[config.mk]
export PLATFORM = sky130hd
export DESIGN_NAME = axi4_lite_arbiter
export DESIGN_NICKNAME = d
export VERILOG_FILES = /design/src/rtl/axi4_lite_arbiter.sv
export SDC_FILE = /design/constraint.sdc
export NUM_CORES = 1
export LEC_CHECK = 0
export CORE_AREA = 10 10 171 173
export CTS_CLUSTER_DIAMETER = 120
export DETAILED_ROUTE_END_ITERATION = 10
export DIE_AREA = 0 0 181 183
export MAX_ROUTING_LAYER = met4
export PLACE_DENSITY = 0.44
export SYNTH_ARGS = -nofsm -noshare
export SYNTH_HDL_FRONTEND = slang
export SYNTH_SLANG_ARGS = --single-unit
[constraint.sdc]
create_clock -name iCLK -period 1.55 [get_ports iCLK]
set_input_delay 0.155 -clock iCLK [delete_from_list [all_inputs] [get_ports iCLK]]
set_output_delay 0.155 -clock iCLK [all_outputs]
set_load 0.03 [all_outputs]
[src/rtl/axi4_lite_arbiter.sv]
// Two-requester AXI4-Lite arbiter in front of a single slave.
// Independent write and read FSMs with separate round-robin pointers.
module axi4_lite_arbiter #(
    parameter int ADDR_WIDTH = 32,
    parameter int DATA_WIDTH = 32
) (
    input  logic                    iCLK,
    input  logic                    iRST,
    input  logic                    m0_AWVALID,
    output logic                    m0_AWREADY,
    input  logic [2:0]              m0_AWPROT,
    input  logic [ADDR_WIDTH-1:0]   m0_AWADDR,
    input  logic                    m0_WVALID,
    output logic                    m0_WREADY,
    input  logic [DATA_WIDTH/8-1:0] m0_WSTRB,
    input  logic [DATA_WIDTH-1:0]   m0_WDATA,
    input  logic                    m0_BREADY,
    output logic                    m0_BVALID,
    output logic [1:0]              m0_BRESP,
    input  logic                    m0_ARVALID,
    output logic                    m0_ARREADY,
    input  logic [2:0]              m0_ARPROT,
    input  logic [ADDR_WIDTH-1:0]   m0_ARADDR,
    input  logic                    m0_RREADY,
    output logic                    m0_RVALID,
    output logic [1:0]              m0_RRESP,
    output logic [DATA_WIDTH-1:0]   m0_RDATA,
    input  logic                    m1_AWVALID,
    output logic                    m1_AWREADY,
    input  logic [2:0]              m1_AWPROT,
    input  logic [ADDR_WIDTH-1:0]   m1_AWADDR,
    input  logic                    m1_WVALID,
    output logic                    m1_WREADY,
    input  logic [DATA_WIDTH/8-1:0] m1_WSTRB,
    input  logic [DATA_WIDTH-1:0]   m1_WDATA,
    input  logic                    m1_BREADY,
    output logic                    m1_BVALID,
    output logic [1:0]              m1_BRESP,
    input  logic                    m1_ARVALID,
    output logic                    m1_ARREADY,
    input  logic [2:0]              m1_ARPROT,
    input  logic [ADDR_WIDTH-1:0]   m1_ARADDR,
    input  logic                    m1_RREADY,
    output logic                    m1_RVALID,
    output logic [1:0]              m1_RRESP,
    output logic [DATA_WIDTH-1:0]   m1_RDATA,
    output logic                    s_AWVALID,
    input  logic                    s_AWREADY,
    output logic [2:0]              s_AWPROT,
    output logic [ADDR_WIDTH-1:0]   s_AWADDR,
    output logic                    s_WVALID,
    input  logic                    s_WREADY,
    output logic [DATA_WIDTH/8-1:0] s_WSTRB,
    output logic [DATA_WIDTH-1:0]   s_WDATA,
    output logic                    s_BREADY,
    input  logic                    s_BVALID,
    input  logic [1:0]              s_BRESP,
    output logic                    s_ARVALID,
    input  logic                    s_ARREADY,
    output logic [2:0]              s_ARPROT,
    output logic [ADDR_WIDTH-1:0]   s_ARADDR,
    output logic                    s_RREADY,
    input  logic                    s_RVALID,
    input  logic [1:0]              s_RRESP,
    input  logic [DATA_WIDTH-1:0]   s_RDATA
);
    localparam int SW = DATA_WIDTH / 8;

    typedef struct packed {
        logic [2:0]            prot;
        logic [ADDR_WIDTH-1:0] addr;
    } ax_t;

    typedef enum logic [1:0] {W_IDLE, W_ADDR, W_RESP} w_state_t;
    typedef enum logic [1:0] {R_IDLE, R_ADDR, R_DATA} r_state_t;

    // Requester-indexed views of the two upstream ports
    logic [1:0]                 aw_valid, w_valid, b_ready, ar_valid, r_ready;
    ax_t  [1:0]                 aw_req, ar_req;
    logic [1:0][SW-1:0]         w_strb;
    logic [1:0][DATA_WIDTH-1:0] w_data, r_data;
    logic [1:0]                 aw_ready, w_ready, b_valid, ar_ready, r_valid;
    logic [1:0][1:0]            b_resp, r_resp;

    assign aw_valid  = {m1_AWVALID, m0_AWVALID};
    assign w_valid   = {m1_WVALID,  m0_WVALID};
    assign b_ready   = {m1_BREADY,  m0_BREADY};
    assign ar_valid  = {m1_ARVALID, m0_ARVALID};
    assign r_ready   = {m1_RREADY,  m0_RREADY};
    assign aw_req[0] = {m0_AWPROT, m0_AWADDR};
    assign aw_req[1] = {m1_AWPROT, m1_AWADDR};
    assign ar_req[0] = {m0_ARPROT, m0_ARADDR};
    assign ar_req[1] = {m1_ARPROT, m1_ARADDR};
    assign w_strb    = {m1_WSTRB, m0_WSTRB};
    assign w_data    = {m1_WDATA, m0_WDATA};

    assign {m1_AWREADY, m0_AWREADY} = aw_ready;
    assign {m1_WREADY,  m0_WREADY}  = w_ready;
    assign {m1_BVALID,  m0_BVALID}  = b_valid;
    assign {m1_BRESP,   m0_BRESP}   = b_resp;
    assign {m1_ARREADY, m0_ARREADY} = ar_ready;
    assign {m1_RVALID,  m0_RVALID}  = r_valid;
    assign {m1_RRESP,   m0_RRESP}   = r_resp;
    assign {m1_RDATA,   m0_RDATA}   = r_data;

    // Contention goes to whoever did not win last; a lone requester always wins
    function automatic logic rr_pick(input logic [1:0] req, input logic last);
        return (&req) ? ~last : req[1];
    endfunction

    // ---------------- write path ----------------
    w_state_t w_state, w_state_nxt;
    logic     w_gnt, w_last, aw_done, w_done, aw_hs, w_hs;

    assign aw_hs = s_AWVALID & s_AWREADY;
    assign w_hs  = s_WVALID & s_WREADY;

    always_ff @(posedge iCLK or posedge iRST) begin
        if (iRST) begin
            w_state <= W_IDLE;
            w_gnt   <= 1'b0;
            w_last  <= 1'b1;
            aw_done <= 1'b0;
            w_done  <= 1'b0;
        end else begin
            w_state <= w_state_nxt;
            if (w_state == W_IDLE && |aw_valid) begin
                w_gnt   <= rr_pick(aw_valid, w_last);
                w_last  <= rr_pick(aw_valid, w_last);
                aw_done <= 1'b0;
                w_done  <= 1'b0;
            end else if (w_state == W_ADDR) begin
                aw_done <= aw_done | aw_hs;
                w_done  <= w_done | w_hs;
            end
        end
    end

    always_comb begin
        w_state_nxt = w_state;
        case (w_state)
            W_IDLE:  if (|aw_valid) w_state_nxt = W_ADDR;
            W_ADDR:  if ((aw_done | aw_hs) && (w_done | w_hs)) w_state_nxt = W_RESP;
            W_RESP:  if (s_BVALID && b_ready[w_gnt]) w_state_nxt = W_IDLE;
            default: w_state_nxt = W_IDLE;
        endcase
    end

    always_comb begin
        s_AWVALID = 1'b0;
        s_AWPROT  = '0;
        s_AWADDR  = '0;
        s_WVALID  = 1'b0;
        s_WSTRB   = '0;
        s_WDATA   = '0;
        s_BREADY  = 1'b0;
        aw_ready  = '0;
        w_ready   = '0;
        b_valid   = '0;
        b_resp    = '0;
        case (w_state)
            W_ADDR: begin
                s_AWVALID       = aw_valid[w_gnt] & ~aw_done;
                s_AWPROT        = aw_req[w_gnt].prot;
                s_AWADDR        = aw_req[w_gnt].addr;
                s_WVALID        = w_valid[w_gnt] & ~w_done;
                s_WSTRB         = w_strb[w_gnt];
                s_WDATA         = w_data[w_gnt];
                aw_ready[w_gnt] = s_AWREADY & ~aw_done;
                w_ready[w_gnt]  = s_WREADY & ~w_done;
            end
            W_RESP: begin
                s_BREADY       = b_ready[w_gnt];
                b_valid[w_gnt] = s_BVALID;
                b_resp[w_gnt]  = s_BRESP;
            end
            default: ;
        endcase
    end

    // ---------------- read path ----------------
    r_state_t r_state, r_state_nxt;
    logic     r_gnt, r_last;

    always_ff @(posedge iCLK or posedge iRST) begin
        if (iRST) begin
            r_state <= R_IDLE;
            r_gnt   <= 1'b0;
            r_last  <= 1'b1;
        end else begin
            r_state <= r_state_nxt;
            if (r_state == R_IDLE && |ar_valid) begin
                r_gnt  <= rr_pick(ar_valid, r_last);
                r_last <= rr_pick(ar_valid, r_last);
            end
        end
    end

    always_comb begin
        r_state_nxt = r_state;
        case (r_state)
            R_IDLE:  if (|ar_valid) r_state_nxt = R_ADDR;
            R_ADDR:  if (s_ARVALID && s_ARREADY) r_state_nxt = R_DATA;
            R_DATA:  if (s_RVALID && r_ready[r_gnt]) r_state_nxt = R_IDLE;
            default: r_state_nxt = R_IDLE;
        endcase
    end

    always_comb begin
        s_ARVALID = 1'b0;
        s_ARPROT  = '0;
        s_ARADDR  = '0;
        s_RREADY  = 1'b0;
        ar_ready  = '0;
        r_valid   = '0;
        r_resp    = '0;
        r_data    = '0;
        case (r_state)
            R_ADDR: begin
                s_ARVALID       = ar_valid[r_gnt];
                s_ARPROT        = ar_req[r_gnt].prot;
                s_ARADDR        = ar_req[r_gnt].addr;
                ar_ready[r_gnt] = s_ARREADY;
            end
            R_DATA: begin
                s_RREADY       = r_ready[r_gnt];
                r_valid[r_gnt] = s_RVALID;
                r_resp[r_gnt]  = s_RRESP;
                r_data[r_gnt]  = s_RDATA;
            end
            default: ;
        endcase
    end

endmodule

==> summary.md <==
The run finished, with violations left. The final reports fail on setup timing. The category of the critical setup timing path was flip-flop to output port.

In this run the critical register-to-register path is launched from w_gnt$_DFFE_PP0P_. The logs give 1 for the number of H-tree branching levels and 0 for the max-cap violation count. STA classifies the critical path startpoint as a flip-flop.

The tools report the first-pass iteration count of the detailed router as 4. STA classifies the critical path endpoint as an output port. Buffers placed on the I/O ports in this run total 457.

Power per unit of standard cell area: 1780 nW/um^2. The peak clock frequency supported by timing was 0.596 GHz. The number of antenna-violating nets in the routed design was 0; the CTS buffer count was 3. For this run, the number of Yosys warnings is 0.

For this run, design rule violations remaining after detail routing come to 0. The first global-routing pass estimated 32800 um of wire. For the total routing resource utilization after global routing, the log shows 0.133. The final cell count without fillers is 1227, and the total nets after synthesis is 655. 458 I/O pins were placed.

The hold-fix buffer count after cts is 0. The flop and latch count out of synthesis came out at 10. Most used flip-flop cell after synthesis: dfrtp_1.

The tools report the master cell of the clock root buffer as clkbuf_16. The run gives 20200 um as the HPWL after detailed placement. The static leakage power was 4.16 nW; the biggest fanout along the worst timing path was 6. After routing the design area is 9190 um^2. Setup skew after layout: 0.000935 ns.

Ranked by total cell area, the synthesized netlist is headed by mux2i_1 39%, and2_1 16%, nor2_1 16%, dfrtp_1 7.3%, buf_2 3.6%. The maximum count of clock buffers along a single path is 2, and the signed area change from the synthesized netlist to the final layout is 234%. Counting both buffers and inverters, the worst setup path holds a total of 2. Logic depth of the worst register-to-register path: 5. TritonCTS built the clock tree. The routed design could run at a clock period as short as 1.68 ns.

The average instance in the mapped netlist occupies 7.05 um^2. The die covers 33100 um^2. The die span in x was 181 um. By instance count, the leading cell after synthesis is nor2_1. Of all cell types, the one taking the most synthesized area is mux2i_1. In the final routed layout, each cell accounts on average for 20.6 um. The cell family contributing the most delay on the critical path is flip-flops.

The detailed router's first-iteration violation count was 123. Across the VDD grid, the largest voltage drop is 0.00115 V. Clock-pin slew was measured on the worst setup and hold paths at 0.04 ns.

For the post-placement cell area, the log shows 7550 um^2. The mapped netlist covers 2750 um^2. The number of nets in the layout is 1157. The count of distinct cell types in the synthesized netlist was 35; the routability congestion estimate from global placement was 0.851. The run gives 0.0920 as the fraction of the yosys area taken by sequential cells. Type of the most critical hold path: primary input to async pin.

Counting every instance in the synthesized netlist gives 390. The tools report the final wirelength as 25300 um. The logic depth of the worst setup path including buffers is 4, and the starting utilization of the core area is 0.107. The fraction of synthesized cell area taken by the top area cell type is 0.390.

The run gives 0 as the count of pins over their slew limit. The routed via count divided by cell count was 3.79; the largest stage delay on the critical path was 0.47 ns. Maximum number of pins on one net before global-route repair: 36.

The tools report the final global-route overflow total as 0. In this run the critical register-to-register path is captured at w_state[1]$_DFFE_PP0P_. Detailed routing inserted a total of 4648 vias.

CTS saw 10 sinks. Core footprint: 25800 um^2. The number of placed instances, taps included, is 1173. The tools report the final-report hold violation count as 0. The share of synthesized flip-flops with an asynchronous set or reset works out to 1.00.

The most critical setup path has its endpoint at s_WVALID. The data arrival at the endpoint of the critical path is 1.52 ns. Setup violations remaining at the end of the flow were counted as 170.

Yosys mapped a number of flops with a built-in enable equal to 0. The logs give 4695 for the via count of the first global-routing pass and 59 for the floorplan row count. The worst-case setup margin in the final layout is -0.127 ns. At the pin with the least slew margin, the transition time is 0.496 ns. The signal on the critical path passes through buf_6 > mux2_2 > nor3b_2 > buf_4. The commonest cells after synthesis are 115 x nor2_1, 107 x mux2i_1, 70 x and2_1. Setup repair after global routing could not meet its margin everywhere. The die is 183 um tall.

The tools report the setup slack of the most critical reg-to-reg path as 0.01 ns. The tools report the latest clock arrival within the worst-skew pair as 0.24 ns. At the worst endpoint, the required time is 1.39 ns. The fraction of final layout cells with drive strength greater than 1 works out to 0.430.

The launch point of the worst path is w_gnt$_DFFE_PP0P_. The slowest stage cell on the critical path was dfrtp_4. The period utilization is 1.08, and the worst relative slew slack is 0.669.

For the initial antenna violation count, the log shows 1.
kinds of logic (layout without fill, tap and decap cells):
kind of cell / Yosys count / after routing / share of synthesized area
other: 0 / 1 / 0
flip-flops: 10 / 10 / 0.0920
AO/OA/AOI/OAI: 15 / 15 / 0.0401
AND/OR/NAND/NOR: 218 / 219 / 0.388
multiplexers: 111 / 111 / 0.408
buffers and inverters: 36 / 536 / 0.0719
worst min path at each step:
| stage | cells past startpoint | endpoint | start |
|---|---|---|---|
| floorplan | 1 | aw_done$_DFFE_PP0P_ | iRST |
| detailed placement | 2 | r_last$_DFFE_PP1P_ | r_last$_DFFE_PP1P_ |
| finish | 2 | r_state[0]$_DFFE_PP0P_ | iRST |
| global route | 2 | r_state[0]$_DFFE_PP0P_ | iRST |
| CTS | 2 | r_state[1]$_DFFE_PP0P_ | iRST |
| global placement | 2 | r_last$_DFFE_PP1P_ | r_last$_DFFE_PP1P_ |
layout by cell type (no fill, tap or decap), drive strengths merged:
master         netlist  routed
nor3b                2       2
a311oi               1       1
dfrtp                8       8
nand2                8       8
inv                  4       4
nand3                1       1
dfstp                2       2
mux2                 4       4
clkdlybuf4s50        0     264
a31oi                3       3
and3                 1       1
mux2i              107     107
nand2b               7       8
nor4b                2       2
o21ai                4       4
clkbuf               4      13
o21a                 1       1
a21oi                3       3
diode                0       1
and4b                2       2
a21o                 1       1
and2b                1       1
and2                70      70
o31ai                1       1
a32o                 1       1
nor2b                4       4
buf                 28     255
nor2               117     117
nor3                 3       3
flip-flops by register name, summed over array words and instances, names as in the netlist:
name / flops
r_state: 2
w_state: 2
aw_done: 1
r_gnt: 1
r_last: 1
w_done: 1
w_gnt: 1
w_last: 1
through the flow:
stage	TNS [ns]	util	total power, mW	setup slack (ns)	hold slack, ns
after floorplan	-0.193	-	7.69	-0.0909	-0.00625
after global placement	0	0.293	12.7	0.0236	0.484
after detailed placement	0	0.293	12.7	0.0415	0.485
after CTS	-9.42	0.320	14.5	-0.147	0.265
after global routing	-22.30	0.357	17.3	-0.192	0.314
final	-9.31	0.357	16.4	-0.127	0.244
final cells by class:
class	count	area, um^2
timing repair buffer	528	5670
multi-input combinational	345	2740
antenna	1	2.50
fill	2697	16600
tap	335	419
clock buffer	4	78.8
inverter	4	15.0
sequential	10	260
timing repair:
action,CTS,global route
pin swaps,9,37
gates resized for setup,94,141
buffers inserted,15,16
endpoints found under the setup margin,178,195
gates cloned,6,15
worst reg2reg max path, cell delays in order (launching register included):
cell and delay (ns):
dfrtp_4 0.52, buf_6 0.15, mux2_4 0.30, buf_4 0.14, a31oi_4 0.20, o31ai_1 0.09
power by group:
group	total (mW)	internal [mW]	switching [mW]
sequential	0.637	0.424	0.213
clock	0.478	0.346	0.132
combinational	15.2	7.19	8.06
layer usage:
| metal | up-vias | share of wire | track usage | wire [um] |
|---|---|---|---|---|
| li1 | 2307 | - | - | - |
| met1 | 2148 | 0.40 | 0.148 | 10200 |
| met2 | 181 | 0.54 | 0.248 | 13800 |
| met3 | 12 | 0.045 | 0.0270 | 1140 |
| met4 | 0 | 0.0073 | 0.0140 | 184 |
| met5 | - | 0 | - | 0 |
(Power assumes the default switching activity.)
